`src/rtl/prison_game_ctrl_pkg.sv`:
```
// Shared constants, widths and state encoding for the prison game controller.
package prison_pkg;

   localparam int N_PRISONERS = 100;
   localparam int MAX_OPENS   = 50;

   localparam int IDX_W  = 7;   // prisoner / box index width
   localparam int CNT_W  = 6;   // per-prisoner open counter width
   localparam int OPEN_W = 13;  // run-wide open counter width

   typedef enum logic [2:0] {
      IDLE  = 3'd0,
      ISSUE = 3'd1,
      WAIT  = 3'd2,
      CHECK = 3'd3,
      DONE  = 3'd4
   } state_t;

   // Increment that sticks at all-ones instead of wrapping.
   function automatic logic [OPEN_W-1:0] sat_inc_opens(input logic [OPEN_W-1:0] v);
      logic [OPEN_W-1:0] r;
      if (v == {OPEN_W{1'b1}}) begin
         r = v;
      end else begin
         r = v + {{(OPEN_W-1){1'b0}}, 1'b1};
      end
      return r;
   endfunction

endpackage

```
`src/rtl/prison_game_ctrl.sv`:
```
// Loop-following controller for the 100-prisoners game: each prisoner starts at
// his own box and follows box contents until he finds his number or runs out
// of opens. Reads go to an external box array with arbitrary latency.
module prison_game_ctrl
   import prison_pkg::*;
#(
   parameter int          N_PRISONERS = prison_pkg::N_PRISONERS,
   parameter int          MAX_OPENS   = prison_pkg::MAX_OPENS,
   parameter logic [31:0] GUARD_KEY   = 32'hC0DE_0100
) (
   input  logic              clk,
   input  logic              rst,
   input  logic              start,
   input  logic              abort,
   input  logic [31:0]       guard_key,
   output logic              box_rd_en,
   output logic [IDX_W-1:0]  box_rd_addr,
   input  logic              box_rd_valid,
   input  logic [IDX_W-1:0]  box_rd_data,
   output logic              busy,
   output logic              done,
   output logic              win,
   output logic [IDX_W-1:0]  fail_id,
   output logic [OPEN_W-1:0] total_opens,
   output logic              key_err,
   output logic              bad_content
);

   state_t             state_r, state_nxt;
   logic [IDX_W-1:0]   p_r, p_nxt;          // current prisoner
   logic [CNT_W-1:0]   c_r, c_nxt;          // opens used by current prisoner
   logic [IDX_W-1:0]   addr_r, addr_nxt;    // next box to open
   logic [IDX_W-1:0]   data_r, data_nxt;    // content of last opened box
   logic [OPEN_W-1:0]  opens_nxt;
   logic               win_nxt, bad_nxt, key_err_nxt;
   logic [IDX_W-1:0]   fail_nxt;
   logic               key_ok_s;

   assign key_ok_s = (guard_key == GUARD_KEY);

   // Next-state and next-datapath decode; abort overrides everything.
   always_comb begin
      state_nxt   = state_r;
      p_nxt       = p_r;
      c_nxt       = c_r;
      addr_nxt    = addr_r;
      data_nxt    = data_r;
      opens_nxt   = total_opens;
      win_nxt     = win;
      fail_nxt    = fail_id;
      bad_nxt     = bad_content;
      key_err_nxt = 1'b0;
      if (abort) begin
         state_nxt = IDLE;
      end else begin
         case (state_r)
            IDLE, DONE: begin
               if (start && key_ok_s) begin
                  state_nxt = ISSUE;
                  p_nxt     = {IDX_W{1'b0}};
                  c_nxt     = CNT_W'(1);
                  addr_nxt  = {IDX_W{1'b0}};
                  opens_nxt = {OPEN_W{1'b0}};
                  win_nxt   = 1'b0;
                  fail_nxt  = {IDX_W{1'b0}};
                  bad_nxt   = 1'b0;
               end else if (start) begin
                  key_err_nxt = 1'b1;
               end else begin
                  state_nxt = state_r;
               end
            end
            ISSUE: begin
               opens_nxt = sat_inc_opens(total_opens);
               state_nxt = WAIT;
            end
            WAIT: begin
               if (box_rd_valid) begin
                  data_nxt  = box_rd_data;
                  state_nxt = CHECK;
               end else begin
                  state_nxt = WAIT;
               end
            end
            CHECK: begin
               if (data_r >= IDX_W'(N_PRISONERS)) begin
                  bad_nxt   = 1'b1;
                  win_nxt   = 1'b0;
                  fail_nxt  = p_r;
                  state_nxt = DONE;
               end else if (data_r == p_r) begin
                  if (p_r == IDX_W'(N_PRISONERS - 1)) begin
                     win_nxt   = 1'b1;
                     state_nxt = DONE;
                  end else begin
                     p_nxt     = p_r + IDX_W'(1);
                     c_nxt     = CNT_W'(1);
                     addr_nxt  = p_r + IDX_W'(1);
                     state_nxt = ISSUE;
                  end
               end else if (c_r == CNT_W'(MAX_OPENS)) begin
                  win_nxt   = 1'b0;
                  fail_nxt  = p_r;
                  state_nxt = DONE;
               end else begin
                  addr_nxt  = data_r;
                  c_nxt     = c_r + CNT_W'(1);
                  state_nxt = ISSUE;
               end
            end
            default: begin
               state_nxt = IDLE;
            end
         endcase
      end
   end

   // State, datapath and registered outputs; outputs derive from next state.
   always_ff @(posedge clk or negedge rst) begin
      if (!rst) begin
         state_r     <= IDLE;
         p_r         <= {IDX_W{1'b0}};
         c_r         <= {CNT_W{1'b0}};
         addr_r      <= {IDX_W{1'b0}};
         data_r      <= {IDX_W{1'b0}};
         box_rd_en   <= 1'b0;
         box_rd_addr <= {IDX_W{1'b0}};
         busy        <= 1'b0;
         done        <= 1'b0;
         win         <= 1'b0;
         fail_id     <= {IDX_W{1'b0}};
         total_opens <= {OPEN_W{1'b0}};
         key_err     <= 1'b0;
         bad_content <= 1'b0;
      end else begin
         state_r     <= state_nxt;
         p_r         <= p_nxt;
         c_r         <= c_nxt;
         addr_r      <= addr_nxt;
         data_r      <= data_nxt;
         box_rd_en   <= (state_nxt == ISSUE);
         box_rd_addr <= (state_nxt == ISSUE) ? addr_nxt : {IDX_W{1'b0}};
         busy        <= (state_nxt == ISSUE) || (state_nxt == WAIT) || (state_nxt == CHECK);
         done        <= (state_nxt == DONE);
         win         <= win_nxt;
         fail_id     <= fail_nxt;
         total_opens <= opens_nxt;
         key_err     <= key_err_nxt;
         bad_content <= bad_nxt;
      end
   end

endmodule

```
`config.mk`:
```
export PLATFORM = sky130hd
export DESIGN_NAME = prison_game_ctrl
export DESIGN_NICKNAME = d
export VERILOG_FILES = /design/src/rtl/prison_game_ctrl_pkg.sv /design/src/rtl/prison_game_ctrl.sv
export SDC_FILE = /design/constraint.sdc
export NUM_CORES = 1
export LEC_CHECK = 0
export ABC_AREA = 1
export ABC_CLOCK_PERIOD_IN_PS = 1900
export BUFFER_PORTS_ARGS = -buffer_cell sky130_fd_sc_hd__buf_2
export CAP_MARGIN = 20
export CORE_MARGIN = 3
export CORE_UTILIZATION = 50
export CTS_BUF_LIST = sky130_fd_sc_hd__clkbuf_16
export DETAILED_ROUTE_END_ITERATION = 7
export GPL_TIMING_DRIVEN = 0
export PLACE_DENSITY = 0.77
export SYNTH_ARGS = -nofsm -noshare
export SYNTH_HDL_FRONTEND = slang
export SYNTH_SLANG_ARGS = --single-unit
```
`constraint.sdc`:
```
create_clock -name clk -period 1.9 [get_ports clk]
set_input_delay 0.19 -clock clk [delete_from_list [all_inputs] [get_ports clk]]
set_output_delay 0.19 -clock clk [all_outputs]
set_load 0.005 [all_outputs]
```
**Word-level counts from Yosys, hierarchy flattened**

Cells that the tools add are included.

- $add $sub $neg: 3
- $lt $le $gt $ge: 1
- Eq/ne operators: 25
- Muxes and demuxes: 46
- Bitwise operators: 1
- Reduce and logical (&&, ||, !) cells: 14

Operators by type and width:

| kind | count |
|---|---|
| 2-to-1 mux 7 bit | 14 |
| case mux 7 bit (2 select lines) | 3 |
| == test 32 bit (second input constant) | 1 |
| 2-to-1 mux 6 bit | 5 |
| 2-to-1 mux 13 bit | 2 |
| case mux 13 bit (2 select lines) | 1 |
| 2-to-1 mux 3 bit | 6 |
| adder 13 x 1 -> 13 bit (second input constant) | 1 |
| == test 13 bit (second input constant) | 1 |
| == test 3 x 2 -> 1 bit (second input constant) | 4 |
| != test 2 bit (second input constant) | 6 |
| != test 3 bit (second input constant) | 4 |
| case mux 3 bit (4 select lines) | 1 |
| case mux 6 bit (2 select lines) | 1 |
| AND reduction 6 bit | 2 |
| 2-to-1 mux 1 bit | 11 |
| AND reduction 5 bit | 2 |
| != test 4 bit (second input constant) | 2 |
| AND reduction 4 bit | 2 |
| adder 7 x 1 -> 7 bit (second input constant) | 1 |
| == test 7 bit | 1 |
| == test 7 bit (second input constant) | 1 |
| >= comparator 7 bit (second input constant) | 1 |
| adder 6 x 1 -> 6 bit (second input constant) | 1 |
| 11 further kinds | 16 |

- Bits in registers: 63
- Input port bits: 44
- Output and inout bits: 33
- Word-level logic and storage cells: 104

**Longest topological paths before layout**

Gate-level depths: netlist of the first run.

- Depth after elaboration: 9
- Mapped depth: 14
- Gate-level depth less buffers: 14

**Worst setup path after synthesis of the first run**

OpenSTA, ideal clock, no wires.

- Kind: reg2reg
- Start point: register p_r[1]
- End point: register c_r[3]
- Setup time: 0.118 ns
- Arrival time: 1.664 ns
- Required time: 1.782 ns
- Path slack: 0.117 ns
- Stages on the path, launching flop included: 12
- Buffers on the path: 1
- Period minus slack after synthesis: 1.783 ns
- Cells stage by stage: dfrtp_1 ha_1 nand2_1 nor2_1 nand2_1 inv_1 nand3_1 nand3_1 nand2_1 nand2_4 buf_6 o21ai_2

- Longest elaborated chain between the ends: 4
- Elaborated cells on any way between the ends: 8
- Those cells by class: eq/ne: 4; mux: 3; reduce/logical: 1

Ends and longest elaborated chain:

| item | line | text |
|---|---|---|
| start: declaration | prison_game_ctrl.sv:30 | `logic [IDX_W-1:0] p_r, p_nxt;` |
| start signal: assignment | prison_game_ctrl.sv:122 | `p_r <= {IDX_W{1'b0}};` |
| start signal: assignment | prison_game_ctrl.sv:137 | `p_r <= p_nxt;` |
| == test 7 bit | prison_game_ctrl.sv:91 | `end else if (data_r == p_r) begin` |
| 2-to-1 mux 6 bit | prison_game_ctrl.sv:91 |  |
| 2-to-1 mux 6 bit | prison_game_ctrl.sv:86 | `if (data_r >= IDX_W'(N_PRISONERS)) begin` |
| case mux 6 bit (2 select lines) | prison_game_ctrl.sv:56 | `case (state_r)` |
| end signal: assignment | prison_game_ctrl.sv:123 | `c_r <= {CNT_W{1'b0}};` |
| end signal: assignment | prison_game_ctrl.sv:138 | `c_r <= c_nxt;` |
| end: declaration | prison_game_ctrl.sv:31 | `logic [CNT_W-1:0] c_r, c_nxt;` |

Several ways; a longest one is shown, not always the timed one. The select of a mux whose other input is x is not followed.
A chain may end at the register's enable or synchronous reset.

**Final worst setup path of the first run**

- Start point: register state_r[0]
- End point: register total_opens[7]

- Longest elaborated chain between the ends: 4
- Elaborated cells on any way between the ends: 9
- Those cells by class: eq/ne: 4; mux: 1; reduce/logical: 4

Ends and longest elaborated chain:

| item | line | text |
|---|---|---|
| start: declaration | prison_game_ctrl.sv:29 | `state_t state_r, state_nxt;` |
| start signal: assignment | prison_game_ctrl.sv:136 | `state_r <= state_nxt;` |
| == test 3 bit or logical NOT 3 bit (tied branches) | prison_game_ctrl.sv:56 |  |
| OR reduction 2 bit | prison_game_ctrl.sv:56 |  |
| != test 2 bit (no source line) or nonzero test 2 bit (tied branches) | - |  |
| AND reduction 4 bit (no source line) | - |  |
| end signal: assignment | prison_game_ctrl.sv:132 | `total_opens <= {OPEN_W{1'b0}};` |
| end signal: assignment | prison_game_ctrl.sv:147 | `total_opens <= opens_nxt;` |
| end: declaration | prison_game_ctrl.sv:24 | `output logic [OPEN_W-1:0] total_opens,` |

Several ways; a longest one is shown, not always the timed one.

==> results.md, run 1 <==
* Async S/R FF share, synth at 1.00
* Ant. Diodes at 0
* Die area at roughly 8700 um^2
* Starting Density at 0.519
* Area taken by multi-input logic gates at roughly 2000 um^2
* RSZ-0062 raised after global routing: yes
* Switch Pwr at 695 uW
* Leakage Power at 0.00247 uW
* Area of the mapped netlist at around 3800 um^2
* Die Y at 93.0 um
* Largest net degree at the start of global routing at 35
* Total power at 3240 uW
* Share of layout cells above drive strength 1 at 0.323
* DRC viols at 0
* CTS Sinks at 63
* First-pass GRT wire length at 16300 um
* Pins Over Slew Limit at 0
* CP arrival at 2100 ps
* Final net count at 672
* Hold path start: box_rd_data[1]
* Pint at 2550 uW
* Synth Flop Type: dfrtp_1
* Slowest stage delay, CP at between 400 and 500 ps
* Initial antenna violation count at 0
* Count of cell types in the netlist at 30
* Max Freq at 539 MHz
* Initial DRC Count at 263
* Clock power share at 0.539
* TritonCTS clock tree: built
* CP Cell Sequence: inv_1 -> nor3_4 -> o21ai_1 -> o21ai_0 -> nand3_2 -> clkbuf_8 -> o21ai_0
* Post-Synthesis Cells at 509
* Core footprint at roughly 7300 um^2
* Synth-to-layout area growth at 30.1%
* DRT Pass-1 Iters at 5
* Mapped Avg Cell Area at approximately 7.4 um^2
* WL per Instance at 14.0 um
* Yosys reg bits at 63
* Via count at about 3900
* VDD IR max at between 0.4 and 0.5 mV
* Die Wd at a little over 90 um
* Hold EP: data_r[1]
* Fin worst setup slack at 44.6 ps
* Sequential element share of the synthesized area at 0.416
* Status: completed
* R2r endpoint: total_opens[7]
* Yosys Warn Count at 0
* H-tree Lvls at 3
* HPWL after detailed placement at about 6800 um
* Relative slew slack at 0.542
* Total wire length at 10200 um
* GP Congestion at 0.923
* Critical path peak fanout at 10
* Net Sw Frac at 0.214
* Max_cap viols at 0
* PwrDens at around 660 nW/um^2
* Final min period at 1860 ps
* Final hold slack at slightly below 90 ps
* Worst EP required at between 2000 and 2500 ps
* Worst path slowest cell: dfrtp_1
* Worst flop-to-flop path startpoint: state_r[0]
* Register cell area after layout at 1580 um^2
* CP Capture Type: flop
* Flop pwr share at 0.418
* Number of global-route vias before repair at between 3000 and 4000
* Root Buffer: clkbuf_16
* Total GRT Usage at 0.238
* Kind of critical path: flop to flop
* Routed Antenna Nets at 0
* FF-to-FF path depth at 7
* Fin crit share at 0.977
* Clock buffer depth at 2
* I/O pin total at 77
* Vias/cell at 5.35
* Setup Skew at 8.36 ps
* Row cnt at 31
* CP Launch Type: flop
* CP most frequent cell: o21ai_0
* Final Hold Vio Count at 0
* Hold WC Path Type: input port to flop
* Least-Margin Pin Slew at just under 700 ps
* EDFF count, synth at 0
* Logic pwr share at 0.043
* Clock Latency Late Sink at between 300 and 400 ps
* Clock slew at reported path FFs at 60 ps
* Reg-to-reg slack, setup at between 40 and 50 ps
* CTS buffer count at 9
* # setup viols final at 0
* Total gr overflow at 0
* Fill cells at 589
* Hold Path Depth at 2
* Post-synth net total at 557
* Pre-CTS WS at -278 ps
* Port bufs at 76
[registers in the layout, summed over array words and instances, names as in the netlist, 3 cells and up]
| register | cells |
|---|---|
| addr_r | 7 |
| box_rd_addr | 7 |
| c_r | 6 |
| data_r | 7 |
| fail_id | 7 |
| p_r | 7 |
| state_r | 3 |
| total_opens | 13 |
[metrics by stage]
stage	std cells	utilization	TNS [ps]	instance area (um^2)
detailed placement	685	0.591	-6160	4310
CTS	708	0.648	0	4730
floorplan	509	-	0	3790
global route	728	0.676	-485	4930
global placement	684	0.588	-5060	4290
finish	728	0.676	0	4930
[metal layers]
layer	global-route usage	vias to the layer above	part of all wire
li1	-	1873	-
met1	0.310	1806	0.43
met2	0.394	196	0.47
met3	0.0547	20	0.086
met4	0.0794	0	0.018
met5	0	-	0
[synth_stat cells (5+ instances only)]
library cell / number / area, um^2
nand2_1: 152 / 571
dfrtp_1: 63 / 1580
inv_1: 49 / 184
nor2_1: 46 / 173
nand3_1: 43 / 215
o21ai_0: 33 / 165
nand4_1: 16 / 100
or2_2: 13 / 81.3
a21oi_1: 12 / 60.1
o21ai_2: 11 / 96.3
xor2_1: 10 / 87.6
buf_2: 8 / 40.0
o21ai_1: 6 / 30.0
a21oi_2: 5 / 43.8
clkbuf_1: 5 / 18.8
nor3_1: 5 / 25.0
[kinds of logic (layout without fill, tap and decap cells)]
group                    after synthesis  count (layout)  synth area share
AO/OA/AOI/OAI                         68              68             0.109
XOR/XNOR                              12              12            0.0278
adder cells (fa/ha/maj)                4               4            0.0132
buffers and inverters                 69             189            0.0770
flip-flops                            63              63             0.416
multiplexers                           1               1           0.00297
AND/OR/NAND/NOR                      292             292             0.354
[power groups by stage]
stage / Clock, uW / Sequential, uW / Combinational, uW
2_1_floorplan: 0 / 1380 / 43.8
3_5_place_dp: 0 / 1380 / 133
3_3_place_gp: 0 / 1380 / 125
6_report: 1750 / 1360 / 141
4_1_cts: 1760 / 1360 / 137
5_1_grt: 1830 / 1350 / 160
[worst max path at each step]
stage                   start               to  slack, ps  cells after the start
6_report           state_r[0]   total_opens[7]         40                      7
2_1_floorplan          p_r[1]           c_r[3]        120                     11
3_3_place_gp           p_r[1]   box_rd_addr[1]       -230                     11
4_1_cts        total_opens[1]   total_opens[7]          3                     10
5_1_grt            state_r[0]  total_opens[12]        -70                      7
3_5_place_dp   total_opens[0]   total_opens[7]       -280                      9
[placed cells by master, fill, tap and decap left out, types with 2 or more instances in the layout]
| cell type | n |
|---|---|
| a21oi_1 | 12 |
| a21oi_2 | 5 |
| buf_2 | 81 |
| buf_4 | 25 |
| buf_6 | 6 |
| bufinv_16 | 2 |
| clkbuf_1 | 2 |
| clkbuf_16 | 9 |
| clkinv_2 | 3 |
| dfrtp_1 | 58 |
| dfrtp_2 | 5 |
| ha_1 | 2 |
| inv_1 | 44 |
| inv_2 | 10 |
| nand2_1 | 150 |
| nand2_2 | 6 |
| nand2_4 | 3 |
| nand3_1 | 41 |
| nand3_2 | 4 |
| nand3b_1 | 2 |
| nand4_1 | 16 |
| nor2_1 | 43 |
| nor2_2 | 3 |
| nor2_4 | 3 |
| nor3_1 | 5 |
| nor3_4 | 2 |
| o21ai_0 | 32 |
| o21ai_1 | 7 |
| o21ai_2 | 11 |
| or2_2 | 13 |
| xor2_1 | 10 |
[worst max-delay path, delay by kind of cell, from the launching register on]
kind,cells,cell delay (ps)
and+or+nand+nor,2,520
AOI/OAI and AO/OA,3,440
DFF,1,430
buffers and inverters,2,360
[timing repair]
action,in CTS,in global routing
gates cloned,0,1
hold buffers,1,0
pin swaps,3,10
setup buffers,6,19
endpoints found under the hold margin,29,0
resized for setup,19,26
setup endpoints to repair,47,48
[layout make-up]
class,instances,area share
multi-input cells,377,0.400
flip-flops and latches,63,0.321
repair buffers,104,0.123
clock buffers,9,0.0457
inverters,53,0.0404
plain buffers,16,0.0269
well taps,99,0.0251
clock inverters,7,0.0178
Power figures use the tool's default switching activity.
==> run 2, diff against run 1 <==
Settings changed: GPL_TIMING_DRIVEN 0 to default.
==> run 2 against run 1 <==
Worst hold slack worse by 0.83 ps. Maximum frequency rose by 4.8%. Non-clock buffer count decreased by 14. Combinational power hardly changed. Clock power grew 9%. Via count shrank 5.2%. Final cell count fell by 1.6%. Clock-buffer cell count unchanged. Sequential share of layout area is 0.45 points higher. Largest cell class unchanged.
==> results.md, run 2 (synthesis results as in run 1) <==
* Kind of critical path: flop to flop
* Largest net degree at the start of global routing at 64
* Via count at 3694
* Die Y at roughly 93 um
* Pint at 2690 uW
* First-pass GRT wire length at 15200 um
* Initial antenna violation count at 0
* Hold WC Path Type: input port to flop
* Initial DRC Count at 378
* Max reg flops at 13
* Clock buffer depth at 2
* Total GRT Usage at 0.221
* Worst flop-to-flop path startpoint: p_r[0]
* Leakage Power at 0.00243 uW
* Setup Skew at approximately 6 ps
* Top reg by flops: total_opens
* Net Sw Frac at 0.208
* Pre-CTS WS at 50.2 ps
* CP Launch Type: flop
* Pins Over Slew Limit at 0
* CTS buffer count at 9
* Fin crit share at 0.932
* Final net count at 660
* Fin worst setup slack at 130 ps
* Critical path peak fanout at 10
* Hold Path Depth at 2
* Row cnt at 31
* Final min period at between 1500 and 2000 ps
* Die Wd at between 90 and 100 um
* Post-layout util at 0.665
* VDD IR max at approximately 0.43 mV
* Synth-to-layout area growth at 28.1%
* Fill cells at 637
* TritonCTS clock tree: built
* CP Capture Type: flop
* Routed Antenna Nets at 0
* Hold EP: data_r[1]
* H-tree Lvls at 3
* Max Freq at 565 MHz
* GR Util met2 at 0.362
* Least-Margin Pin Slew at ~340 ps
* GP Congestion at 0.939
* Busiest grt layer: met2
* Final Hold Vio Count at 0
* Clock power share at 0.560
* Relative slew slack at 0.772
* Logic pwr share at 0.042
* HPWL after detailed placement at between 6000 and 7000 um
* # setup viols final at 0
* CTS Sinks at 63
* Worst EP required at approximately 2100 ps
* Commonest non-fill, non-tap cell in the layout: nand2_1
* Clock Latency Late Sink at 330 ps
* Root Buffer: clkbuf_16
* I/O pin total at 77
* DRC viols at 0
* DRT Pass-1 Iters at 5
* Clock slew at reported path FFs at approximately 50 ps
* Most frequent cells in the layout: 151 x nand2_1, 76 x buf_2, 60 x dfrtp_1
* WL per Instance at 13.2 um
* Total wire length at 9460 um
* Number of global-route vias before repair at 3449
* Max_cap viols at 0
* FF-to-FF path depth at 12
* PwrDens at 701 nW/um^2
* Flop pwr share at 0.399
* Starting Density at 0.519
* Core footprint at 7290 um^2
* Ant. Diodes at 0
* Status: completed
* Port bufs at 76
* Total gr overflow at 0
* Share of layout cells above drive strength 1 at 0.295
* Die area at 8650 um^2
* Fin Setup TNS at 0 ps
* Hold path start: box_rd_data[1]
* CP arrival at 1980 ps
* Switch Pwr at 708 uW
* Met3 GRT Util at 0.0475
* R2r endpoint: c_r[0]
* Reg-to-reg slack, setup at between 100 and 150 ps
* M1 GR Usage at 0.288
* Vias/cell at 5.16
run 2: cell count changes in the layout (fill, tap and decap cells not counted), moves of 3 or more:
| cell | previous run | this run |
|---|---|---|
| inv_2 | 10 | 6 |
| nand2_4 | 3 | 6 |
| buf_2 | 81 | 76 |
| inv_1 | 44 | 47 |
| nand2_2 | 6 | 3 |
| buf_6 | 6 | 0 |
run 2: critical path, stage by stage (launching register included):
cell and delay [ps]:
dfrtp_1 400, buf_4 170, nand2_1 60, nand2_1 70
nand3_1 130, inv_2 110, nand2_4 100, nand2_4 80
nand3_1 130, nand2_4 140, nand2_4 100, nand2_1 70
o21ai_0 80
run 2: cell type report:
cell class                      instances  area (um^2)  area share
Multi-Input combinational cell        379         1970       0.406
Sequential cell                        63         1580       0.326
Timing Repair Buffer                  106          633       0.131
Clock buffer                            9          225      0.0464
Inverter                               53          199      0.0410
Tap cell                               99          124      0.0255
Clock inverter                          7          120      0.0248
run 2: worst max path at each step:
stage	end	slack [ps]	start	cells after the start
after floorplan	c_r[3]	120	p_r[1]	11
after detailed placement	c_r[0]	50	data_r[5]	12
after CTS	total_opens[5]	9	total_opens[0]	8
after global routing	c_r[0]	-20	p_r[5]	12
final	c_r[0]	130	p_r[0]	12
after global placement	box_rd_addr[5]	120	data_r[5]	12
run 2: power groups by stage:
stage | combinational [uW] | clock [uW] | sequential (uW)
3_3_place_gp | 136 | 0 | 1380
4_1_cts | 141 | 1920 | 1350
2_1_floorplan | 43.8 | 0 | 1380
3_5_place_dp | 139 | 0 | 1380
6_report | 142 | 1900 | 1360
5_1_grt | 161 | 1980 | 1360
run 2: what timing repair did:
item | 4_1_cts | 5_1_grt
endpoints found under the hold margin | 63 | 0
buffers inserted | 0 | 1
setup endpoints to repair | 0 | 36
hold buffers | 1 | 0
resized for setup | 0 | 14
run 2: through the flow:
| stage | instances | total power [uW] | hold WS (ps) | instance area [um^2] |
|---|---|---|---|---|
| after detailed placement | 696 | 1520 | 232 | 4430 |
| final | 716 | 3400 | 86.9 | 4850 |
| after floorplan | 509 | 1420 | -106 | 3790 |
| after global placement | 696 | 1510 | 227 | 4430 |
| after CTS | 713 | 3420 | 85.7 | 4790 |
| after global routing | 716 | 3490 | 110 | 4850 |
run 2: metal layers:
| metal | share of wire | wire [um] | up-vias |
|---|---|---|---|
| met5 | 0 | 0 | - |
| met4 | 0.016 | 149 | 0 |
| met3 | 0.078 | 742 | 14 |
| met2 | 0.46 | 4370 | 149 |
| met1 | 0.44 | 4200 | 1684 |
| li1 | - | - | 1847 |
